File: src/rtl/pix_rx_pkg.sv
`default_nettype none
// ============================================================================
// Module      : pix_rx_pkg
// Description : Shared types and helpers for the framed UART pixel receiver.
// Revision    : 1.0 - initial release
// ============================================================================
package pix_rx_pkg;

  // Receiver frame state
  typedef enum logic [1:0] {
    HUNT    = 2'd0,
    PAYLOAD = 2'd1,
    CHECK   = 2'd2
  } rx_state_t;

  // Default frame-start marker
  localparam logic [7:0] c_DEFAULT_SYNC = 8'hA5;

  // Width of the byte-within-pixel index; at least one bit so a
  // single-byte pixel still has a legal vector.
  function automatic int idx_width(input int bytes_per_pix);
    return (bytes_per_pix > 1) ? $clog2(bytes_per_pix) : 1;
  endfunction

endpackage
`default_nettype wire

File: src/rtl/pix_fifo.sv
`default_nettype none
// ============================================================================
// Module      : pix_fifo
// Description : Synchronous first-word-fall-through FIFO. Head word is
//               presented combinationally; reads as zero when empty.
//               A push into a full FIFO succeeds when a pop happens in the
//               same cycle.
// Revision    : 1.0 - initial release
// ============================================================================
module pix_fifo #(
  parameter int WIDTH = 14,
  parameter int DEPTH = 4
) (
  input  logic             i_clk_sys,
  input  logic             i_rst,
  input  logic             i_push,
  input  logic [WIDTH-1:0] i_din,
  input  logic             i_pop,
  output logic [WIDTH-1:0] o_dout,
  output logic             o_full,
  output logic             o_empty
);

  localparam int AW = $clog2(DEPTH);

  logic [WIDTH-1:0] r_mem [DEPTH];
  logic [AW-1:0]    r_wr_ptr;
  logic [AW-1:0]    r_rd_ptr;
  logic [AW:0]      r_count;
  logic             w_do_push;
  logic             w_do_pop;

  assign o_full    = (r_count == (AW+1)'(DEPTH));
  assign o_empty   = (r_count == '0);
  assign w_do_pop  = i_pop && !o_empty;
  assign w_do_push = i_push && (!o_full || w_do_pop);
  assign o_dout    = o_empty ? '0 : r_mem[r_rd_ptr];

  // Storage array; contents are don't-care until pointed at by a valid entry
  always_ff @(posedge i_clk_sys) begin
    if (w_do_push) r_mem[r_wr_ptr] <= i_din;
  end

  // Pointers and occupancy; pointers wrap naturally since DEPTH is 2^n
  always_ff @(posedge i_clk_sys or posedge i_rst) begin
    if (i_rst) begin
      r_wr_ptr <= '0;
      r_rd_ptr <= '0;
      r_count  <= '0;
    end else begin
      if (w_do_push) r_wr_ptr <= r_wr_ptr + 1'b1;
      if (w_do_pop)  r_rd_ptr <= r_rd_ptr + 1'b1;
      if (w_do_push && !w_do_pop)      r_count <= r_count + 1'b1;
      else if (!w_do_push && w_do_pop) r_count <= r_count - 1'b1;
    end
  end

endmodule
`default_nettype wire

File: src/rtl/pix_frame_rcv.sv
`default_nettype none
// ============================================================================
// Module      : pix_frame_rcv
// Description : Framed UART pixel receiver. Hunts for a sync byte, packs
//               BYTES_PER_PIX bytes per pixel for FRAME_PIX pixels, checks a
//               trailing XOR checksum, recovers from idle timeouts and hands
//               pixels out through a small FWFT FIFO with sof/eof tags.
// Revision    : 1.0 - initial release
// ============================================================================
module pix_frame_rcv
  import pix_rx_pkg::*;
#(
  parameter int         PIX_W         = 12,
  parameter int         BYTES_PER_PIX = 2,
  parameter int         FRAME_PIX     = 76800,
  parameter logic [7:0] SYNC_BYTE     = c_DEFAULT_SYNC,
  parameter int         TIMEOUT_CYC   = 50000,
  parameter int         FIFO_DEPTH    = 4
) (
  input  logic             i_clk_sys,
  input  logic             i_rst,
  input  logic [7:0]       i_rx_data,
  input  logic             i_rx_done,
  output logic [PIX_W-1:0] o_pix,
  output logic             o_pix_valid,
  input  logic             i_pix_ready,
  output logic             o_pix_sof,
  output logic             o_pix_eof,
  output logic             o_frame_done,
  output logic             o_frame_err,
  output logic [7:0]       o_chk
);

  localparam int ACC_W  = 8 * BYTES_PER_PIX;
  localparam int IDX_W  = idx_width(BYTES_PER_PIX);
  localparam int CNT_W  = (FRAME_PIX > 1) ? $clog2(FRAME_PIX) : 1;
  localparam int IDLE_W = $clog2(TIMEOUT_CYC);
  localparam int FW     = PIX_W + 2;

  localparam logic [IDX_W-1:0]  c_LAST_IDX = IDX_W'(BYTES_PER_PIX - 1);
  localparam logic [CNT_W-1:0]  c_LAST_PIX = CNT_W'(FRAME_PIX - 1);
  localparam logic [IDLE_W-1:0] c_IDLE_MAX = IDLE_W'(TIMEOUT_CYC - 1);

  rx_state_t         r_state;
  rx_state_t         w_state_next;
  logic [IDX_W-1:0]  r_byte_idx;
  logic [CNT_W-1:0]  r_pix_cnt;
  logic [ACC_W-1:0]  r_acc;
  logic [7:0]        r_xor;
  logic              r_ovf;
  logic [IDLE_W-1:0] r_idle;
  logic              r_frame_done;
  logic              r_frame_err;
  logic [7:0]        r_chk;

  logic [ACC_W-1:0]  w_acc_next;
  logic [PIX_W-1:0]  w_pix_new;
  logic              w_last_byte;
  logic              w_last_pix;
  logic              w_timeout;
  logic              w_start;
  logic              w_pix_done;
  logic              w_chk_byte;
  logic              w_pop;
  logic              w_push;
  logic              w_drop;
  logic              w_fifo_full;
  logic              w_fifo_empty;
  logic [FW-1:0]     w_fifo_head;

  // Byte-level datapath helpers; accumulator fills MSB-first
  assign w_acc_next  = (r_acc << 8) | ACC_W'(i_rx_data);
  assign w_pix_new   = w_acc_next[ACC_W-1 -: PIX_W];
  assign w_last_byte = (r_byte_idx == c_LAST_IDX);
  assign w_last_pix  = (r_pix_cnt == c_LAST_PIX);
  // A byte arriving in the expiry cycle wins over the timeout
  assign w_timeout   = (r_state != HUNT) && !i_rx_done && (r_idle == c_IDLE_MAX);

  // FIFO handshake; a same-cycle pop frees room for the push
  assign w_pop  = o_pix_valid && i_pix_ready;
  assign w_push = w_pix_done && (!w_fifo_full || w_pop);
  assign w_drop = w_pix_done && !w_push;

  // Frame state register
  always_ff @(posedge i_clk_sys or posedge i_rst) begin
    if (i_rst) r_state <= HUNT;
    else       r_state <= w_state_next;
  end

  // Next-state and per-cycle control decode
  always_comb begin
    w_state_next = r_state;
    w_start      = 1'b0;
    w_pix_done   = 1'b0;
    w_chk_byte   = 1'b0;
    case (r_state)
      HUNT: begin
        if (i_rx_done && (i_rx_data == SYNC_BYTE)) begin
          w_start      = 1'b1;
          w_state_next = PAYLOAD;
        end
      end
      PAYLOAD: begin
        if (i_rx_done) begin
          if (w_last_byte) begin
            w_pix_done = 1'b1;
            if (w_last_pix) w_state_next = CHECK;
          end
        end else if (w_timeout) begin
          w_state_next = HUNT;
        end
      end
      CHECK: begin
        if (i_rx_done) begin
          w_chk_byte   = 1'b1;
          w_state_next = HUNT;
        end else if (w_timeout) begin
          w_state_next = HUNT;
        end
      end
      default: w_state_next = HUNT;
    endcase
  end

  // Accumulator, checksum, counters and status pulses
  always_ff @(posedge i_clk_sys or posedge i_rst) begin
    if (i_rst) begin
      r_byte_idx   <= '0;
      r_pix_cnt    <= '0;
      r_acc        <= '0;
      r_xor        <= '0;
      r_ovf        <= 1'b0;
      r_idle       <= '0;
      r_frame_done <= 1'b0;
      r_frame_err  <= 1'b0;
      r_chk        <= '0;
    end else begin
      r_frame_done <= w_chk_byte;
      r_frame_err  <= (w_chk_byte && ((i_rx_data != r_xor) || r_ovf)) || w_timeout;
      if (w_chk_byte || w_timeout) r_chk <= r_xor;

      if (w_start) begin
        r_byte_idx <= '0;
        r_pix_cnt  <= '0;
        r_acc      <= '0;
        r_xor      <= '0;
        r_ovf      <= 1'b0;
      end else if ((r_state == PAYLOAD) && i_rx_done) begin
        r_acc <= w_acc_next;
        r_xor <= r_xor ^ i_rx_data;
        if (w_last_byte) begin
          r_byte_idx <= '0;
          r_pix_cnt  <= w_last_pix ? '0 : r_pix_cnt + 1'b1;
        end else begin
          r_byte_idx <= r_byte_idx + 1'b1;
        end
        if (w_drop) r_ovf <= 1'b1;
      end else if (w_timeout) begin
        r_acc      <= '0;
        r_byte_idx <= '0;
      end

      if ((r_state == HUNT) || i_rx_done || w_timeout) r_idle <= '0;
      else                                             r_idle <= r_idle + 1'b1;
    end
  end

  pix_fifo #(
    .WIDTH (FW),
    .DEPTH (FIFO_DEPTH)
  ) u_fifo (
    .i_clk_sys (i_clk_sys),
    .i_rst     (i_rst),
    .i_push    (w_push),
    .i_din     ({w_pix_new, (r_pix_cnt == '0), w_last_pix}),
    .i_pop     (w_pop),
    .o_dout    (w_fifo_head),
    .o_full    (w_fifo_full),
    .o_empty   (w_fifo_empty)
  );

  assign o_pix        = w_fifo_head[FW-1:2];
  assign o_pix_sof    = w_fifo_head[1];
  assign o_pix_eof    = w_fifo_head[0];
  assign o_pix_valid  = !w_fifo_empty;
  assign o_frame_done = r_frame_done;
  assign o_frame_err  = r_frame_err;
  assign o_chk        = r_chk;

endmodule
`default_nettype wire

File: config.mk
export PLATFORM = sky130hd
export DESIGN_NAME = pix_frame_rcv
export DESIGN_NICKNAME = d
export VERILOG_FILES = /design/src/rtl/pix_rx_pkg.sv /design/src/rtl/pix_fifo.sv /design/src/rtl/pix_frame_rcv.sv
export SDC_FILE = /design/constraint.sdc
export NUM_CORES = 1
export LEC_CHECK = 0
export CAP_MARGIN = 20
export CORE_MARGIN = 2
export CORE_UTILIZATION = 25
export CTS_CLUSTER_DIAMETER = 30
export DETAILED_ROUTE_END_ITERATION = 10
export PLACE_DENSITY = 0.5
export SLEW_MARGIN = 0
export SYNTH_ARGS = -nofsm -noshare
export SYNTH_HDL_FRONTEND = slang
export SYNTH_SLANG_ARGS = --single-unit
export TNS_END_PERCENT = 1
File: constraint.sdc
create_clock -name i_clk_sys -period 2.8 [get_ports i_clk_sys]
set_clock_uncertainty 0.15 [all_clocks]
set_input_delay 0.28 -clock i_clk_sys [delete_from_list [all_inputs] [get_ports i_clk_sys]]
set_output_delay 0.28 -clock i_clk_sys [all_outputs]
set_load 0.05 [all_outputs]
# == After elaboration in Yosys (flattened, before gate mapping) ==
# Memory sizes are Yosys's and may differ from the RTL's.
# Cells that the tools add are included.
# totals
regBits,70
ram_bits,56
input_bits,12
mem_count,1
# op_classes
addsub,7
n_eq_ne,10
muxes,36
n_bitwise,2
n_reduce_logical,37
# mem_list
name,depth,word_bits,read_ports,rd_clocked_by_memory_dff,write_ports,line_no,source
u_fifo.r_mem,4,14,1,0,1,pix_fifo.sv:26,logic [WIDTH-1:0] r_mem [DEPTH];
# ops
op,n
17-bit 2-to-1 mux,4
8-bit 2-to-1 mux,5
17-bit by 1-bit adder with 17-bit output (second input constant),1
17-bit == test (second input constant),1
17-bit zero test,1
16-bit by 1-bit adder with 16-bit output (second input constant),1
16-bit == test (second input constant),1
1-bit 2-to-1 mux,16
16-bit 2-to-1 mux,1
16-bit by 8-bit OR with 16-bit output,1
14-bit 2-to-1 mux,1
1-bit logical AND,12
2-bit 2-to-1 mux,6
2-bit nonzero test,5
8-bit == test (second input constant),1
8-bit inequality test,1
8-bit XOR,1
1-bit logical OR,7
1-bit zero test,6
3-bit 2-to-1 mux,2
3-bit inequality test (second input constant),2
2-bit one-hot mux with 3 select lines,1
2-bit by 1-bit adder with 2-bit output (second input constant),2
2-bit AND reduction,2
11 further kinds,11

# == Longest topological paths before layout ==
# depth
depth_word,10
ltp_mapped,9

# == Hierarchy ==
# From an unflattened synthesis, not the netlist that was laid out.
# unflattened
hier_cells,433
hier_area_um2,5849.4
# by_module_without_submodules
mod,n_inst,cells_per_inst,area_each_um2,seq_area_each_um2
pix_frame_rcv,1,308,3210.6,1576.5
pix_fifo,1,125,2638.8,1856.8

# == Worst setup path before layout ==
# No wires, ideal clock.
# synth_timing
kind,register to register
from,register r_state[1]
to,register u_fifo.r_count[2]
setup_ns,0.079
t_arrival_ns,2.061
t_required_ns,2.571
setup_slack_ns,0.510
stages_incl_launch_ff,9
n_path_buf,0
path_cell_list,dfrtp_1 > nand4b_1 > nor2_1 > ha_1 > inv_1 > fa_1 > xor2_1 > nor2_1 > xor2_1
# synth_via
elab_chain_len,7
word_cells_on_any_way,9
# synth_rtl
element,line_no,source
start: declaration,pix_frame_rcv.sv:44,rx_state_t r_state;
start signal: assignment,pix_frame_rcv.sv:87,else r_state <= w_state_next;
2-bit by 1-bit == test with 1-bit output *,pix_frame_rcv.sv:96,case (r_state)
1-bit 2-to-1 mux *,pix_frame_rcv.sv:96,
1-bit logical AND *,pix_frame_rcv.sv:81,assign w_push = w_pix_done && (!w_fifo_full || w_pop);
1-bit logical AND *,pix_fifo.sv:36,assign w_do_push = i_push && (!o_full || w_do_pop);
named net u_fifo.w_do_push,pix_fifo.sv:30,logic w_do_push;
1-bit zero test,pix_fifo.sv:54,else if (!w_do_push && w_do_pop) r_count <= r_count - 1'b1;
1-bit logical AND,pix_fifo.sv:54,
2-bit nonzero test (no line),--,
end signal: assignment,pix_fifo.sv:53,if (w_do_push && !w_do_pop) r_count <= r_count + 1'b1;
end signal: assignment,pix_fifo.sv:54,
end: declaration,pix_fifo.sv:29,logic [AW:0] r_count;
# The timed path passes the listed nets; every way through them passes the cells marked *.
# A chain may end at the register's enable or synchronous reset.

# == Final worst setup path ==
# layout_timing
from,register u_fifo.r_count[0]
to,output o_pix_valid
# layout_via
elab_chain_len,2
# layout_rtl
element,line_no,source
3-bit zero test,pix_fifo.sv:34,assign o_empty = (r_count == '0);
1-bit zero test,pix_frame_rcv.sv:185,assign o_pix_valid = !w_fifo_empty;
end: declaration,pix_frame_rcv.sv:25,"output logic o_pix_valid,"
# Every way passes these cells.

==> flow_summary.toml <==
[run_status]
outcome = "complete, no violations"

[sta]
fin_ws_ns = 0.189
setup_viol = 0
hold_ws_ns = 0.126
tightest_slew_ns = 0.770
timing.final.max_slew_violations = 0
totalNegativeSetupSlack_ns = 0
rsz0062_at_grt = "no"
final_hold_viol_count = 0
post_layout_min_period_ns = 2.61
final.period_utilization = 0.932
fmax_ghz = 0.383
timing.max_slew.rel_slack = 0.486

[layout]
stdcell_count = 787
drive_above_1_share = 0.189
fill_cells = 2245
layout_nets = 510
seqCellArea_mm2 = 0.00343
antennaDiodeCount = 0
final_design_utilization = 0.310
multi_input_area_mm2 = 0.00220
syn2layout_area_growth_pct = 21.6

[placed_design]
port_buffers = 36
placed_instance_count = 755
dp_worst_setup_slack_ns = 0.229
dpl.hpwl_um = 8880
placer_s_final_routability_congestion_estimate = 0.766

[routing]
detail_route.wl_per_cell_um = 16.5
num_vias = 3694
drtAntennaViolNets = 0
detail_route.iter0.violations = 218
totalWireLength_um = 13000
drc_violation_count_after_routing = 0
dr.pass1.iters = 5
post_drt_via_cell_ratio = 4.69

[logic_synthesis]
fraction_of_the_mapped_netlist_area_in_compound_gates = 0.0624
synth_fp_nets = 459
synth.cell_area_mm2 = 0.00577
synth-seq-cells = 126
synth-adder-area-share = 0.0208
synth_mux_area_frac = 0.0774
synth-edff-count = 56
synth.lib_cells_used.distinct = 54
commonest_cells_post_synth = "dfrtp_1, edfxtp_1, nor2_1"
yosys_top_cell_area_share = 0.303
post-synth-top-count-cell = "dfrtp_1"
synth_xor_xnor_area_share = 0.0607
ys_warn_count = 0
most_used_flip_flop_cell_after_synthesis = "dfrtp_1"
syn_inst = 438
synth_top_cells_by_area = "dfrtp_1, edfxtp_1, mux4_2"
synth-simple-area-share = 0.160
largest_family_of_logic_cells_by_synthesized_area = "simple AND/OR/NAND/NOR gates"
synth_largest_area_cell = "dfrtp_1"
async_flop_share = 0.556
post_synthesis_sequential_area_ratio = 0.595
syn_avg_cell_area_um2 = 13.2

[cts]
clkLatencyLatePin_ns = 0.42
cts.htree.levels = 4
clock_input_transition_at_the_sequential_cells_of_the_worst_setup_and_hold_paths_ns = 0.06
tritoncts = "yes"
cts.sinks = 126
post-cts-setup-buffers = 0
tritoncts.num_buffers = 17
clock-root-buffer = "clkbuf_16"
cts_repair_resizes = 0
cts.path.max_buffers = 2
cts-hold-fix-buffers = 0

[critical_path]
critical_path.endpoint_type = "primary output"
critical_path_class = "flop to primary output"
cp_data_arrival_time_ns = 2.18
worst-path-max-fanout = 16
crit_path_start_kind = "flop"
reg2reg_setup_slack_ns = 0.51
critPathRequiredTime_ns = 2.37

[power]
power_density_mw_per_mm2 = 873
clock_power_share = 0.327
combPwrFrac = 0.269
internal_power_uw = 4020
switching_share = 0.344
switching_power_uw = 2110
power_leakage_uw = 0.00261
power.ir.vdd_worst_v = 0.000417
power.share.sequential = 0.404

[global_routing]
grt.total_usage = 0.114
via_count_of_the_first_global_routing_pass = 3869
initial_antenna_violation_count = 1
global_route_wire_length_before_repair_um = 21100
grt_max_degree = 43
grt.overflow.total = 0

[floorplanning]
ioPinCount = 37
die_area_mm2 = 0.0243
die_h_um = 156
die_x_um = 156
placementRows = 55
floorplan.core_area_mm2 = 0.0226
floorplan.initialDensity = 0.255

[job]
drv.max_cap_violation_count = 0

[hold_path]
worst_min_path_class = "input port to asynchronous set/reset pin"
## critical path, cell delays in order (launching register included)
cell	delay [ns]
dfrtp_1	0.43
or3_1	0.40
buf_4	0.20
clkdlybuf4s50_1	0.72
## power by group through the flow
stage | clock network [uW] | registers (uW) | logic (uW)
final | 2000 | 2470 | 1650
after global placement | 0 | 2490 | 1650
after CTS | 2050 | 2480 | 1680
after floorplan | 0 | 2380 | 1260
after global routing | 2150 | 2510 | 1780
after detailed placement | 0 | 2510 | 1670
## area by class of cell
class	instances	area share
clock buffer	18	0.0611
multi-input combinational	282	0.313
timing repair buffer	50	0.0631
inverter	12	0.00642
clock inverter	14	0.0160
sequential	126	0.489
tap	285	0.0508
## final timing paths
check                                    endpoint  cells after the start         startpoint
worst max-delay path                  o_pix_valid                      3  u_fifo.r_count[0]
worst min-delay path                   r_idle[15]                      2              i_rst
worst max register to register  u_fifo.r_count[2]                      8  u_fifo.r_count[0]
worst min register to register           o_chk[3]                      1           o_chk[3]
max in group asynchronous       u_fifo.r_count[2]                      3              i_rst
min in group i_clk_sys                   o_chk[3]                      1           o_chk[3]
## cells by family (layout without fill, tap and decap cells)
kind of cell,count (synthesis),after routing
AND/OR/NAND/NOR,155,155
flip-flops,126,126
AO/OA/AOI/OAI,52,52
XOR/XNOR,40,40
buffers and inverters,30,94
multiplexers,26,26
adder cells (fa/ha/maj),9,9
## state kept, by name, indices dropped and copies added, names as in the netlist
name and count:
o_chk 8, r_acc 8, u_fifo.r_mem 56, r_state 2, o_frame_err 1, r_ovf 1, u_fifo.r_rd_ptr 2, r_pix_cnt 17
r_idle 16, u_fifo.r_count 3, u_fifo.r_wr_ptr 2, r_byte_idx 1, r_xor 8, o_frame_done 1
## through the flow
| stage | cell area [um^2] | power, uW |
|---|---|---|
| 3_3_place_gp | 6480 | 4140 |
| 2_1_floorplan | 5770 | 3640 |
| 5_1_grt | 7020 | 6440 |
| 3_5_place_dp | 6480 | 4180 |
| 4_1_cts | 7020 | 6210 |
| 6_report | 7020 | 6130 |
## cells in the final DEF (no fill, tap or decap), types with 5 or more instances in the layout
| cell | count |
|---|---|
| inv_1 | 11 |
| o211ai_1 | 14 |
| nand3_1 | 15 |
| buf_4 | 27 |
| dfrtp_1 | 70 |
| a21oi_1 | 21 |
| edfxtp_1 | 56 |
| ha_1 | 8 |
| clkbuf_16 | 17 |
| nand4_1 | 10 |
| xor2_1 | 16 |
| nand2_1 | 21 |
| xnor2_1 | 24 |
| and3_1 | 7 |
| nor4_1 | 7 |
| mux2_2 | 9 |
| nor2_1 | 35 |
| and2_1 | 18 |
| clkdlybuf4s50_1 | 22 |
| clkinv_4 | 5 |
| mux4_2 | 14 |
| nor3_1 | 5 |
## per-layer routing
layer | global-route usage | up-vias | routed length (um)
li1 | - | 1726 | -
met1 | 0.149 | 1890 | 6300
met2 | 0.182 | 65 | 6100
met3 | 0.0358 | 11 | 502
met4 | 0.0341 | 2 | 68
met5 | 0 | - | 12
(Power assumes the default switching activity.)
